[src/rtl/sdram_pkg.sv]
// Shared definitions for the SDRAM port arbiter: FSM encoding and
// the busy-flag timeout used before a start trigger is re-issued.
package sdram_pkg;

    typedef enum logic [2:0] {
        IDLE,
        ISSUE,
        WAIT_BUSY,
        WAIT_DONE,
        RETURN
    } state_e;

    typedef enum logic {
        PORT_A = 1'b0,
        PORT_B = 1'b1
    } port_e;

    localparam int unsigned BUSY_TIMEOUT = 8;
    localparam int unsigned BUSY_CNT_W   = $clog2(BUSY_TIMEOUT);

endpackage

[src/rtl/rr_arbiter2.sv]
// Two-requester round-robin arbiter. Holds the last-grant pointer, which
// resets to port B so that port A wins the first tie.
module rr_arbiter2
    import sdram_pkg::*;
(
    input  logic  clk_i,
    input  logic  rst_ni,
    input  logic  en_i,
    input  logic  req_a_i,
    input  logic  req_b_i,
    output logic  gnt_o,
    output port_e gnt_port_o
);

    port_e last_q, last_d;

    always_comb begin
        gnt_o      = en_i && (req_a_i || req_b_i);
        gnt_port_o = (req_b_i && (!req_a_i || last_q == PORT_A)) ? PORT_B : PORT_A;
        last_d     = last_q;
        if (gnt_o) begin
            last_d = gnt_port_o;
        end
    end

    always_ff @(posedge clk_i) begin
        if (!rst_ni) begin
            last_q <= PORT_B;
        end else begin
            last_q <= last_d;
        end
    end

endmodule

[src/rtl/sdram_port_arbiter.sv]
// Arbitrates two read/write request ports onto one SDRAM controller and
// returns read data to the granted port. All outputs are registered.
module sdram_port_arbiter
    import sdram_pkg::*;
#(
    parameter int ADR_W = 24,
    parameter int DAT_W = 16
) (
    input  logic             CLK,
    input  logic             RST,
    input  logic             a_rd_req,
    input  logic             a_wt_req,
    input  logic [ADR_W-1:0] a_adr,
    input  logic [DAT_W-1:0] a_wdata,
    output logic             a_ack,
    output logic [DAT_W-1:0] a_rd_data,
    output logic             a_rd_stb,
    input  logic             a_rd_ack,
    input  logic             b_rd_req,
    input  logic             b_wt_req,
    input  logic [ADR_W-1:0] b_adr,
    input  logic [DAT_W-1:0] b_wdata,
    output logic             b_ack,
    output logic [DAT_W-1:0] b_rd_data,
    output logic             b_rd_stb,
    input  logic             b_rd_ack,
    output logic             rd_start_trig,
    output logic             wt_start_trig,
    output logic [ADR_W-1:0] sd_adr,
    output logic [DAT_W-1:0] sd_wdata,
    input  logic             rd_busy_flag,
    input  logic             wt_busy_flag,
    input  logic             rd_o_stb,
    input  logic             wt_o_stb,
    output logic             rd_o_ack,
    output logic             wt_o_ack,
    input  logic [DAT_W-1:0] RD_DATA
);

    state_e                state_q, state_d;
    port_e                 port_q, port_d;
    logic                  op_rd_q, op_rd_d;
    logic [BUSY_CNT_W-1:0] cnt_q, cnt_d;
    logic [ADR_W-1:0]      sd_adr_q, sd_adr_d;
    logic [DAT_W-1:0]      sd_wdata_q, sd_wdata_d;
    logic [DAT_W-1:0]      rdata_q, rdata_d;
    logic                  a_ack_q, a_ack_d, b_ack_q, b_ack_d;
    logic                  a_stb_q, a_stb_d, b_stb_q, b_stb_d;
    logic                  rd_trig_q, rd_trig_d, wt_trig_q, wt_trig_d;
    logic                  rd_oack_q, rd_oack_d, wt_oack_q, wt_oack_d;

    logic  arb_en, gnt;
    port_e gnt_port;

    assign arb_en = (state_q == IDLE) && !rd_busy_flag && !wt_busy_flag;

    rr_arbiter2 u_rr (
        .clk_i      (CLK),
        .rst_ni     (RST),
        .en_i       (arb_en),
        .req_a_i    (a_rd_req || a_wt_req),
        .req_b_i    (b_rd_req || b_wt_req),
        .gnt_o      (gnt),
        .gnt_port_o (gnt_port)
    );

    always_comb begin
        state_d    = state_q;
        port_d     = port_q;
        op_rd_d    = op_rd_q;
        cnt_d      = cnt_q;
        sd_adr_d   = sd_adr_q;
        sd_wdata_d = sd_wdata_q;
        rdata_d    = rdata_q;
        a_stb_d    = a_stb_q;
        b_stb_d    = b_stb_q;
        a_ack_d    = 1'b0;
        b_ack_d    = 1'b0;
        rd_trig_d  = 1'b0;
        wt_trig_d  = 1'b0;
        rd_oack_d  = 1'b0;
        wt_oack_d  = 1'b0;

        case (state_q)
            IDLE: begin
                if (gnt) begin
                    port_d = gnt_port;
                    // A port raising both strobes gets its read first; the write stays pending.
                    if (gnt_port == PORT_B) begin
                        op_rd_d    = b_rd_req;
                        sd_adr_d   = b_adr;
                        sd_wdata_d = b_wdata;
                        b_ack_d    = 1'b1;
                    end else begin
                        op_rd_d    = a_rd_req;
                        sd_adr_d   = a_adr;
                        sd_wdata_d = a_wdata;
                        a_ack_d    = 1'b1;
                    end
                    state_d = ISSUE;
                end
            end
            ISSUE: begin
                rd_trig_d = op_rd_q;
                wt_trig_d = !op_rd_q;
                cnt_d     = '0;
                state_d   = WAIT_BUSY;
            end
            WAIT_BUSY: begin
                if (op_rd_q ? rd_busy_flag : wt_busy_flag) begin
                    state_d = WAIT_DONE;
                end else if (cnt_q == BUSY_CNT_W'(BUSY_TIMEOUT - 1)) begin
                    state_d = ISSUE;
                end else begin
                    cnt_d = cnt_q + 1'b1;
                end
            end
            WAIT_DONE: begin
                if (op_rd_q) begin
                    if (rd_o_stb) begin
                        rdata_d   = RD_DATA;
                        rd_oack_d = 1'b1;
                        a_stb_d   = (port_q == PORT_A);
                        b_stb_d   = (port_q == PORT_B);
                        state_d   = RETURN;
                    end
                end else if (wt_o_stb) begin
                    wt_oack_d = 1'b1;
                    state_d   = IDLE;
                end
            end
            RETURN: begin
                if ((port_q == PORT_B) ? b_rd_ack : a_rd_ack) begin
                    a_stb_d = 1'b0;
                    b_stb_d = 1'b0;
                    state_d = IDLE;
                end
            end
            default: state_d = IDLE;
        endcase
    end

    always_ff @(posedge CLK) begin
        if (!RST) begin
            state_q    <= IDLE;
            port_q     <= PORT_A;
            op_rd_q    <= 1'b0;
            cnt_q      <= '0;
            sd_adr_q   <= '0;
            sd_wdata_q <= '0;
            rdata_q    <= '0;
            a_ack_q    <= 1'b0;
            b_ack_q    <= 1'b0;
            a_stb_q    <= 1'b0;
            b_stb_q    <= 1'b0;
            rd_trig_q  <= 1'b0;
            wt_trig_q  <= 1'b0;
            rd_oack_q  <= 1'b0;
            wt_oack_q  <= 1'b0;
        end else begin
            state_q    <= state_d;
            port_q     <= port_d;
            op_rd_q    <= op_rd_d;
            cnt_q      <= cnt_d;
            sd_adr_q   <= sd_adr_d;
            sd_wdata_q <= sd_wdata_d;
            rdata_q    <= rdata_d;
            a_ack_q    <= a_ack_d;
            b_ack_q    <= b_ack_d;
            a_stb_q    <= a_stb_d;
            b_stb_q    <= b_stb_d;
            rd_trig_q  <= rd_trig_d;
            wt_trig_q  <= wt_trig_d;
            rd_oack_q  <= rd_oack_d;
            wt_oack_q  <= wt_oack_d;
        end
    end

    assign a_ack         = a_ack_q;
    assign b_ack         = b_ack_q;
    assign a_rd_stb      = a_stb_q;
    assign b_rd_stb      = b_stb_q;
    assign a_rd_data     = rdata_q;
    assign b_rd_data     = rdata_q;
    assign rd_start_trig = rd_trig_q;
    assign wt_start_trig = wt_trig_q;
    assign rd_o_ack      = rd_oack_q;
    assign wt_o_ack      = wt_oack_q;
    assign sd_adr        = sd_adr_q;
    assign sd_wdata      = sd_wdata_q;

endmodule

[config.mk]
export PLATFORM = sky130hd
export DESIGN_NAME = sdram_port_arbiter
export DESIGN_NICKNAME = d
export VERILOG_FILES = /design/src/rtl/sdram_pkg.sv /design/src/rtl/rr_arbiter2.sv /design/src/rtl/sdram_port_arbiter.sv
export SDC_FILE = /design/constraint.sdc
export NUM_CORES = 1
export LEC_CHECK = 0
export BUFFER_PORTS_ARGS = -buffer_cell sky130_fd_sc_hd__clkbuf_2
export CORE_MARGIN = 2
export CORE_UTILIZATION = 35
export DETAILED_ROUTE_END_ITERATION = 10
export GPL_ROUTABILITY_DRIVEN = 0
export GPL_TIMING_DRIVEN = 0
export PLACE_DENSITY = 0.76
export SLEW_MARGIN = 20
export SYNTH_ARGS = -nofsm -noshare
export SYNTH_HDL_FRONTEND = slang
export SYNTH_SLANG_ARGS = --single-unit
[constraint.sdc]
create_clock -name CLK -period 2.9 [get_ports CLK]
set_clock_uncertainty 0.15 [all_clocks]
set_input_delay 0.29 -clock CLK [delete_from_list [all_inputs] [get_ports CLK]]
set_output_delay 0.29 -clock CLK [all_outputs]
set_load 0.02 [all_outputs]
==> impl_results.md, run 1 <==
* Run status: complete, no violations
* CTS tree: yes
* Height of the die at 108 um
* Distinct cells, synth at 46
* Sequential element share of the synthesized area at 38.5%
* Netlist area before placement at 3800 um^2
* Port bufs at 185
* Number of CTS-inserted buffers at 9
* Pin count of the biggest net entering global routing at 14
* Clk_lat worst skew at 0.36 ns
* Hold Path Stages at 3
* Minimum clock period at 1.95 ns
* Leak at 0.00225 uW
* Count of clock tree sinks at 73
* Net Count, Synth at 533
* Post-Route WL at 12100 um
* Pwr Density at 499 nW/um^2
* ANT nets after route at 0
* Arrival time reported for the critical path endpoint at 2.02 ns
* Kind of path behind the tightest hold check: input pin to register
* Area overhead of the layout relative to synthesis at 35.0%
* Min-Delay Endpoint: a_rd_data[0]
* Power share of the clock group at 34.8%
* Mean routed wirelength per cell at 15.9 um
* Critical path startpoint category: register
* Achievable Freq at 513 MHz
* Power dissipated by switching net loads at 777 uW
* DIE WIDTH at 108 um
* Number of setup violations in the final report at 0
* Average instance area after synthesis at 8.97 um^2
* Worst-case setup margin in the final layout at 0.952 ns
* Max_cap viols at 0
* Maximum count of clock buffers along a single path at 2
* Synth Instances at 423
* Synth Warn # at 0
* Worst setup slack for register-to-register paths at 0.95 ns
* Setup TNS at 0 ns
* Depth of the CTS H-tree at 3
* Die Outline Area at 11700 um^2
* Number of nets in the finished design at 730
* Final hold viol count at 0
* Post-placement setup slack at 1.01 ns
* Number of cells on the worst reg-to-reg path at 5
* Filler cell count in the final layout at 1052
* Initial antenna violation count at 0
* Site row count at 38
* Logic pwr share at 22.4%
* Worst Path Required at 2.97 ns
* First-pass GRT wire length at 18600 um
* Max-slew violations at 0
* Internal portion of total power at 1780 uW
* Area of combinational cells with multiple inputs at 1790 um^2
* HPWL after DPL at 9140 um
* Slew at the pin closest to its max-slew limit at 0.595 ns
* Average via count per standard cell at 5.40
* Clock Pin Slew Worst Setup and Hold Paths at 0.08 ns
* Number of synthesized register bits at 73
* Effective utilization at floorplan at 35.5%
* Final critical-path share of the clock period at 67.2%
* Diode count at 0
* I/O pin count at 188
* Final design utilization at 47.9%
* Total overflow reported by the global router at 0
* Peak supply drop at 0.000182 V
* Number of design rule violations left after detail routing at 0
* Critical Path Fanout Max at 6
* Switching part of the total power at 30.4%
* Clk Tree Root Cell: clkbuf_8
* Capture point of the worst reg-to-reg path: cnt_q[1]
* Max-Slew Margin vs Limit at 60.3%
* Core Area at 10700 um^2
* Overall track demand over capacity in global routing at 20.1%
* Iteration-0 DRC Markers at 200
* Reg2reg start: cnt_q[0]
* Via count of the first global-routing pass at 3943
* Class of the most critical setup path: register to register
* Fraction of final layout cells sized beyond drive strength 1 at 41.1%
* Number of iterations in the first detailed-routing pass at 6
* Routed via count at 4133
* Unrepaired setup endpoints after global routing: false
* Critical path capture point type: register
* Portion of total power attributed to sequential cells at 42.8%
* Register Area at 1460 um^2
* Hold_sp: RD_DATA[0]
[stage by stage]
| stage | std cells | total power (uW) | hold slack (ns) | area (um^2) |
|---|---|---|---|---|
| after floorplan | 423 | 1480 | 0.288 | 3800 |
| after global routing | 765 | 2670 | 0.0211 | 5130 |
| after detailed placement | 748 | 1680 | 0.311 | 4900 |
| final | 765 | 2560 | 0.0145 | 5130 |
| after CTS | 765 | 2570 | 0.00244 | 5130 |
| after global placement | 748 | 1670 | 0.303 | 4900 |
[area by class of cell]
| cell class | count | area share, % |
|---|---|---|
| plain buffers | 67 | 7.47 |
| clock buffers | 9 | 2.42 |
| clock inverters | 7 | 1.86 |
| inverters | 44 | 3.22 |
| multi-input cells | 239 | 34.9 |
| flip-flops and latches | 73 | 28.5 |
| well taps | 140 | 3.42 |
| repair buffers | 186 | 18.3 |
[worst max path at each step]
stage | cells past startpoint | slack [ns] | endpoint | startpoint
floorplan | 5 | 1.18 | cnt_q[0] | cnt_q[0]
global placement | 6 | 1.01 | sd_adr[12] | wt_busy_flag
detailed placement | 6 | 1.01 | sd_adr[5] | wt_busy_flag
CTS | 5 | 0.99 | cnt_q[1] | cnt_q[0]
global route | 5 | 0.92 | cnt_q[1] | cnt_q[0]
finish | 5 | 0.95 | cnt_q[1] | cnt_q[0]
[synthesized netlist by cell type (all sizes together)]
| cell type | n | area share (%) |
|---|---|---|
| nor4 | 2 | 0.33 |
| ha | 2 | 0.66 |
| nor2 | 7 | 0.76 |
| o21ba | 1 | 0.26 |
| nand2 | 7 | 0.69 |
| a22oi | 3 | 0.59 |
| and2 | 2 | 0.33 |
| a32o | 1 | 0.26 |
| a311oi | 1 | 0.23 |
| buf | 43 | 7.7 |
| nor2b | 2 | 0.33 |
| o221ai | 3 | 0.69 |
| inv | 43 | 4.3 |
| o2111ai | 6 | 1.4 |
| a221o | 1 | 0.26 |
| nor4b | 2 | 0.46 |
| o32ai | 40 | 9.2 |
| and3b | 1 | 0.23 |
| and4 | 1 | 0.23 |
| nand2b | 3 | 0.49 |
| dfxtp | 73 | 38 |
| o21ai | 19 | 2.5 |
| nand3b | 2 | 0.40 |
| clkbuf | 24 | 2.4 |
| o21bai | 40 | 7.9 |
| o21a | 2 | 0.40 |
| nand4 | 1 | 0.16 |
| clkinv | 1 | 0.099 |
| nor3 | 3 | 0.53 |
| mux2i | 3 | 0.79 |
| xnor2 | 1 | 0.23 |
| a21oi | 17 | 2.2 |
| mux2 | 1 | 0.30 |
| a21boi | 1 | 0.20 |
| nand3 | 20 | 3.0 |
| a221oi | 40 | 10 |
| or4 | 2 | 0.49 |
| or3b | 2 | 0.46 |
[what timing repair did]
action                    in CTS  in global routing
hold buffers                   1                  0
gates resized for setup        0                  0
setup buffers                  0                  0
hold endpoints to repair       1                  0
[power by group through the flow]
| stage | Clock [uW] | Sequential [uW] | Combinational [uW] |
|---|---|---|---|
| finish | 891 | 1100 | 572 |
| global route | 950 | 1100 | 618 |
| CTS | 909 | 1100 | 570 |
| detailed placement | 0 | 1120 | 566 |
| global placement | 0 | 1120 | 553 |
| floorplan | 0 | 1180 | 299 |
[state kept, by name, indices dropped and copies added, names as in the netlist]
name	cells
a_rd_stb	1
state_q	3
op_rd_q	1
rd_o_ack	1
a_ack	1
rd_start_trig	1
u_rr.last_q	1
a_rd_data	16
port_q	1
cnt_q	3
sd_wdata	16
b_rd_stb	1
sd_adr	24
wt_start_trig	1
b_ack	1
wt_o_ack	1
[metal layers]
metal	global-route usage (%)	up-vias	wire (um)
li1	-	1979	-
met1	24.8	1981	5220
met2	33.8	140	5980
met3	3.86	33	565
met4	9.16	0	370
met5	0	-	0
[cells by family (layout without fill, tap and decap cells)]
family                   Yosys count  after routing  share of synthesized area (%)
AO/OA/AOI/OAI                    175            175                           36.2
XOR/XNOR                           1              1                          0.231
adder cells (fa/ha/maj)            2              2                          0.659
buffers and inverters            111            313                           14.4
flip-flops                        73             73                           38.5
multiplexers                       4              4                           1.09
AND/OR/NAND/NOR                   57             57                           8.87
[critical path: stages, from the launching register on]
cell and delay [ns]:
dfxtp_1 0.34, ha_1 0.21, ha_1 0.25, or3b_2 0.52, o2111ai_1 0.22, o21ai_0 0.12
[placed cells by master, fill, tap and decap left out, types with 4 or more instances in the layout]
cell type	instances
a21oi_1	17
a221oi_1	35
a221oi_2	5
buf_2	21
buf_4	17
buf_6	4
clkbuf_1	24
clkbuf_2	185
clkbuf_8	9
clkinvlp_4	4
dfxtp_1	73
inv_1	43
nand2_1	7
nand3_1	19
nor2_1	6
o2111ai_1	6
o21ai_0	19
o21bai_1	40
o32ai_1	40
No activity file was read; power rests on OpenSTA's default activity.
==> run 2: changes to the inputs <==
--- a/config.mk
+++ b/config.mk
@@ -11,7 +11,7 @@
 export DETAILED_ROUTE_END_ITERATION = 10
 export GPL_ROUTABILITY_DRIVEN = 0
 export GPL_TIMING_DRIVEN = 0
-export PLACE_DENSITY = 0.76
+export PLACE_DENSITY = 0.78
 export SLEW_MARGIN = 20
 export SYNTH_ARGS = -nofsm -noshare
 export SYNTH_HDL_FRONTEND = slang
==> constraint.sdc (replaced) <==
create_clock -name CLK -period 1.6 [get_ports CLK]
set_clock_uncertainty 0.15 [all_clocks]
set_input_delay 0.16 -clock CLK [delete_from_list [all_inputs] [get_ports CLK]]
set_output_delay 0.16 -clock CLK [all_outputs]
set_load 0.02 [all_outputs]
==> impl_results.md, run 2 (same netlist as run 1, synthesis figures left out) <==
* Run status: complete, no violations
* Critical-path top delay cell: or3b_4
* Initial antenna violation count at 0
* Setup TNS at 0 ns
* Core Area at 10700 um^2
* Overall track demand over capacity in global routing at 20.6%
* Class of the most critical setup path: register to register
* Final critical-path share of the clock period at 99.3%
* Height of the die at 108 um
* Global-route met1 utilization at 24.5%
* Clock Pin Slew Worst Setup and Hold Paths at 0.08 ns
* Count of buffer and inverter cells on the critical path at 0
* HPWL after DPL at 9040 um
* I/O pin count at 188
* Count of clock tree sinks at 73
* Kind of cell adding the most delay to the critical path: simple AND/OR/NAND/NOR gates
* Clk_lat worst skew at 0.36 ns
* Max FFs per register at 24
* Effective utilization at floorplan at 35.5%
* Kind of path behind the tightest hold check: input pin to register
* Die Outline Area at 11700 um^2
* Max-slew violations at 0
* Number of setup violations in the final report at 0
* Most repeated library cell on the critical path: ha_4
* Filler cell count in the final layout at 1004
* Minimum clock period at 1.59 ns
* Peak supply drop at 0.000377 V
* Overall power at 4790 uW
* Max_cap viols at 0
* Register Area at 1470 um^2
* Slew at the pin closest to its max-slew limit at 0.596 ns
* Number of CTS-inserted buffers at 9
* Clk Tree Root Cell: clkbuf_8
* GR peak layer: met2
* Maximum count of clock buffers along a single path at 2
* Via count of the first global-routing pass at 4012
* Worst Path Required at 1.70 ns
* Site row count at 38
* Achievable Freq at 629 MHz
* Leading cell type in the layout, fill and taps excluded: clkbuf_2
* Diode count at 0
* Total overflow reported by the global router at 0
* Critical path startpoint category: register
* Leak at 0.00236 uW
* Pin count of the biggest net entering global routing at 13
* Most used cells in the layout excluding fill and tap cells: 186 x clkbuf_2, 68 x dfxtp_1, 43 x inv_1, 40 x o21bai_1, 38 x o32ai_1
* Routed via count at 4278
* Mean routed wirelength per cell at 16.2 um
* Pwr Density at 878 nW/um^2
* Max-Slew Margin vs Limit at 60.3%
* Area of combinational cells with multiple inputs at 1870 um^2
* Critical path capture point type: register
* Critical Path Fanout Max at 3
* Depth of the CTS H-tree at 3
* Port bufs at 185
* Iteration-0 DRC Markers at 281
* Final hold viol count at 0
* Average via count per standard cell at 5.48
* Unrepaired setup endpoints after global routing: true
* First-pass GRT wire length at 19200 um
* Arrival time reported for the critical path endpoint at 1.69 ns
* DIE WIDTH at 108 um
* Area overhead of the layout relative to synthesis at 43.6%
* Post-Route WL at 12700 um
* Number of design rule violations left after detail routing at 0
* Global routing usage on met3 at 3.68%
* ANT nets after route at 0
* Number of nets in the finished design at 746
* Fraction of final layout cells sized beyond drive strength 1 at 43.2%
* CP peak stage delay at 0.40 ns
* Met2 Use GR at 35.2%
* Cell Chain, Critical Path: ha_4 -> ha_4 -> or3b_4 -> o2111ai_1 -> o21ai_1
* CTS tree: yes
* Number of iterations in the first detailed-routing pass at 4
run 2: metrics by stage:
| step | utilization (%) | cell area (um^2) | cells | hold WS [ns] | setup slack, ns |
|---|---|---|---|---|---|
| 2_1_floorplan | - | 3800 | 423 | 0.158 | 0.00296 |
| 6_report | 51.0 | 5450 | 781 | 0.0167 | 0.0105 |
| 4_1_cts | 50.3 | 5380 | 780 | 0.0144 | 0.00651 |
| 3_5_place_dp | 45.8 | 4900 | 748 | 0.253 | -0.262 |
| 5_1_grt | 51.0 | 5450 | 781 | 0.0318 | -0.0632 |
| 3_3_place_gp | 45.8 | 4900 | 748 | 0.251 | -0.234 |
run 2: area by class of cell:
cell class | instances | area share, %
multi-input combinational | 239 | 34.3
clock inverter | 4 | 1.38
inverter | 44 | 3.03
clock buffer | 12 | 2.85
buffer | 64 | 7.80
timing repair buffer | 205 | 20.5
sequential | 73 | 27.0
tap | 140 | 3.21
run 2: final timing paths:
path         slack (ns)    endpoint  depth (start not counted)  startpoint
min reg2reg        0.31  sd_adr[20]                          2  sd_adr[20]
max reg2reg        0.01    cnt_q[1]                          5    cnt_q[1]
max                0.01    cnt_q[1]                          5    cnt_q[1]
min                0.02       b_ack                          3    b_rd_req
run 2: worst reg2reg max path, cell delays in order, from the launching register on:
cell       delay, ns
dfxtp_2         0.35
ha_4            0.16
ha_4            0.15
or3b_4          0.40
o2111ai_1       0.18
o21ai_1         0.08
run 2: repair_timing:
action	CTS	global route
hold endpoints to repair	16	0
setup endpoints to repair	49	57
cloned	0	0
resized for setup	27	20
setup buffers	2	2
pin swaps	0	1
hold buffers	16	0
run 2: per-layer routing:
metal	up-vias	routed length [um]
li1	2013	-
met1	2033	5190
met2	184	6250
met3	48	701
met4	0	540
met5	-	0
run 2: report_power, final:
group / internal [uW] / switching (uW)
sequential: 1920 / 60.9
combinational: 493 / 628
clock: 964 / 719
total: 3380 / 1410
==> run 3: changes to the inputs <==
--- a/config.mk
+++ b/config.mk
@@ -5,13 +5,15 @@
 export SDC_FILE = /design/constraint.sdc
 export NUM_CORES = 1
 export LEC_CHECK = 0
+export ABC_AREA = 1
 export BUFFER_PORTS_ARGS = -buffer_cell sky130_fd_sc_hd__clkbuf_2
 export CORE_MARGIN = 2
 export CORE_UTILIZATION = 35
+export CTS_BUF_LIST = sky130_fd_sc_hd__clkbuf_8 sky130_fd_sc_hd__clkbuf_16
 export DETAILED_ROUTE_END_ITERATION = 10
 export GPL_ROUTABILITY_DRIVEN = 0
 export GPL_TIMING_DRIVEN = 0
-export PLACE_DENSITY = 0.78
+export PLACE_DENSITY = 0.8
 export SLEW_MARGIN = 20
 export SYNTH_ARGS = -nofsm -noshare
 export SYNTH_HDL_FRONTEND = slang
==> impl_results.md, run 3 <==
* Run status: complete, no violations
* Most instantiated library cell after synthesis: nor2_1
* Number of synthesized register bits at 73
* Number of iterations in the first detailed-routing pass at 4
* Pwr Density at 1050 nW/um^2
* Via count of the first global-routing pass at 3990
* Fraction of final layout cells sized beyond drive strength 1 at 35.1%
* Sequential element share of the synthesized area at 44.1%
* Max-Slew Margin vs Limit at 60.8%
* Post-DP Area at 4390 um^2
* Largest cells by area after synthesis: dfxtp_1 44%, nor2_1 13%, nand2_1 10%, a21oi_1 7.6%, o21ai_0 4.2%
* Critical path startpoint category: register
* Average via count per standard cell at 4.71
* Slew at the pin closest to its max-slew limit at 0.587 ns
* Number of nets in the finished design at 842
* Initial antenna violation count at 0
* Achievable Freq at 650 MHz
* Worst-case setup margin in the final layout at 0.0604 ns
* Netlist area before placement at 3310 um^2
* Number of setup violations in the final report at 0
* Area overhead of the layout relative to synthesis at 61.6%
* Final critical-path share of the clock period at 96.2%
* Leak at 0.00260 uW
* CP startpoint: state_q[0]
* Layout Cell Area excl Fill at 5360 um^2
* Total overflow reported by the global router at 0
* Register Area at 1470 um^2
* Overall track demand over capacity in global routing at 22.3%
* Max_cap viols at 0
* Routed via count at 3993
* Area of combinational cells with multiple inputs at 1540 um^2
* Hold_sp: b_adr[3]
* Minimum clock period at 1.54 ns
* Final design utilization at 58.2%
* Diode count at 0
* Height of the die at 101 um
* Leading cell type in the layout, fill and taps excluded: clkbuf_2
* Worst Path Required at 1.72 ns
* Most instantiated flip-flop cell in the synthesis netlist: dfxtp_1
* Most used standard cells in the synthesized netlist: 117 x nor2_1, 89 x nand2_1, 73 x dfxtp_1
* Arrival time reported for the critical path endpoint at 1.66 ns
* Post-Route WL at 11600 um
* CTS tree: yes
* Setup TNS at 0 ns
* Fraction of post-synthesis cell area in the top cell type by area at 44.1%
* ANT nets after route at 0
* First-pass GRT wire length at 18100 um
* CP peak stage delay at 0.38 ns
* Smallest hold slack at 0.0374 ns
* Final hold viol count at 0
* Critical path capture point type: register
* Filler cell count in the final layout at 858
* Maximum count of clock buffers along a single path at 2
* Kind of path behind the tightest hold check: input pin to register
* Port bufs at 187
* Effective utilization at floorplan at 36.0%
* Average instance area after synthesis at 7.08 um^2
* Unrepaired setup endpoints after global routing: true
* Iteration-0 DRC Markers at 117
* Net Count, Synth at 578
* Critical-path top delay cell: dfxtp_4
* Reg2reg start: state_q[0]
* Clk_lat worst skew at 0.35 ns
* Distinct cells, synth at 27
* Count of clock tree sinks at 73
* Site row count at 35
* Core Area at 9200 um^2
* Async set-or-reset flop fraction in the synthesized netlist at 0%
* Max FFs per register at 24
* Critical Path Fanout Max at 10
* Number of CTS-inserted buffers at 9
* DIE WIDTH at 101 um
* Depth of the CTS H-tree at 3
* Cell Chain, Critical Path: nor2_4 -> nand4_4 -> buf_2 -> nor2_1 -> o21ai_1 -> a21oi_1
* Class of the most critical setup path: register to register
* Pin count of the biggest net entering global routing at 13
* Mean routed wirelength per cell at 13.6 um
* Synth Instances at 468
* HPWL after DPL at 7680 um
* Post-placement setup slack at -0.212 ns
* I/O pin count at 188
* Synth Warn # at 0
* Clk Tree Root Cell: clkbuf_8
* Most used cells in the layout excluding fill and tap cells: 187 x clkbuf_2, 117 x nor2_1, 87 x nand2_1, 70 x dfxtp_1, 64 x dlygate4sd3_1
* Max-slew violations at 0
* Number of design rule violations left after detail routing at 0
* Number of enable-type register cells in the synthesized netlist at 0
* Peak supply drop at 0.000529 V
* Die Outline Area at 10300 um^2
* Clock Pin Slew Worst Setup and Hold Paths at 0.08 ns
* Post-synth top area cell: dfxtp_1
-- run 3: cell types whose count changed after synthesis, sizes merged, moves of 10 or more --
cell and delta:
o21ai +36, clkbuf -16, a221oi -40, o32ai -40, nand3 -15, a21oi +34, buf -10, nor2 +113
o21bai -40, inv -24, nand2 +83
-- run 3: layer usage --
| layer | wire, um | track usage, % | up-vias |
|---|---|---|---|
| li1 | - | - | 2021 |
| met1 | 4700 | 23.9 | 1774 |
| met2 | 5770 | 42.0 | 177 |
| met3 | 873 | 4.97 | 21 |
| met4 | 222 | 8.73 | 0 |
| met5 | 0 | 0 | - |
-- run 3: cell type report --
class                      instances  area share [%]
sequential                        73            27.4
clock inverter                     5            1.45
timing repair buffer             253            29.9
buffer                            41            5.58
multi-input combinational        335            28.8
clock buffer                      11            2.83
tap                              111            2.59
inverter                          19            1.42
-- run 3: cells by family after synthesis --
kind of cell / synth area share (%)
AO/OA/AOI/OAI: 16.7
AND/OR/NAND/NOR: 28.1
adder cells (fa/ha/maj): 0.755
flip-flops: 44.1
buffers and inverters: 10.3
-- run 3: stage by stage --
| stage | power, uW | instances |
|---|---|---|
| 2_1_floorplan | 3230 | 468 |
| 3_3_place_gp | 3730 | 766 |
| 3_5_place_dp | 3750 | 766 |
| 4_1_cts | 5550 | 846 |
| 5_1_grt | 5960 | 848 |
| 6_report | 5620 | 848 |
-- run 3: worst paths after layout --
| check | to | slack, ns | depth (start not counted) |
|---|---|---|---|
| worst max-delay path | sd_adr[9] | 0.06 | 6 |
| worst min-delay path | sd_adr[3] | 0.04 | 5 |
| worst max register to register | sd_adr[9] | 0.06 | 6 |
| worst min register to register | sd_wdata[0] | 0.32 | 2 |
-- run 3: where the power goes --
group | switching (uW) | internal (uW) | leakage (uW)
Combinational | 1040 | 728 | 0.00188
Sequential | 152 | 2040 | 0.000594
Clock | 700 | 962 | 0.000121
Total | 1890 | 3730 | 0.00260
-- run 3: critical path: cells and delay by family (launching register included) --
family          cells  cell delay, ns
flops               1            0.38
simple gates        3            0.46
compound gates      2            0.23
buf+inv             1            0.25
-- run 3: what timing repair did --
item,in CTS,in global routing
buffers inserted,0,2
hold buffers,64,0
hold endpoints to repair,59,0
pin swaps,1,1
gates resized for setup,1,41
gates cloned,0,0
endpoints found under the setup margin,16,56
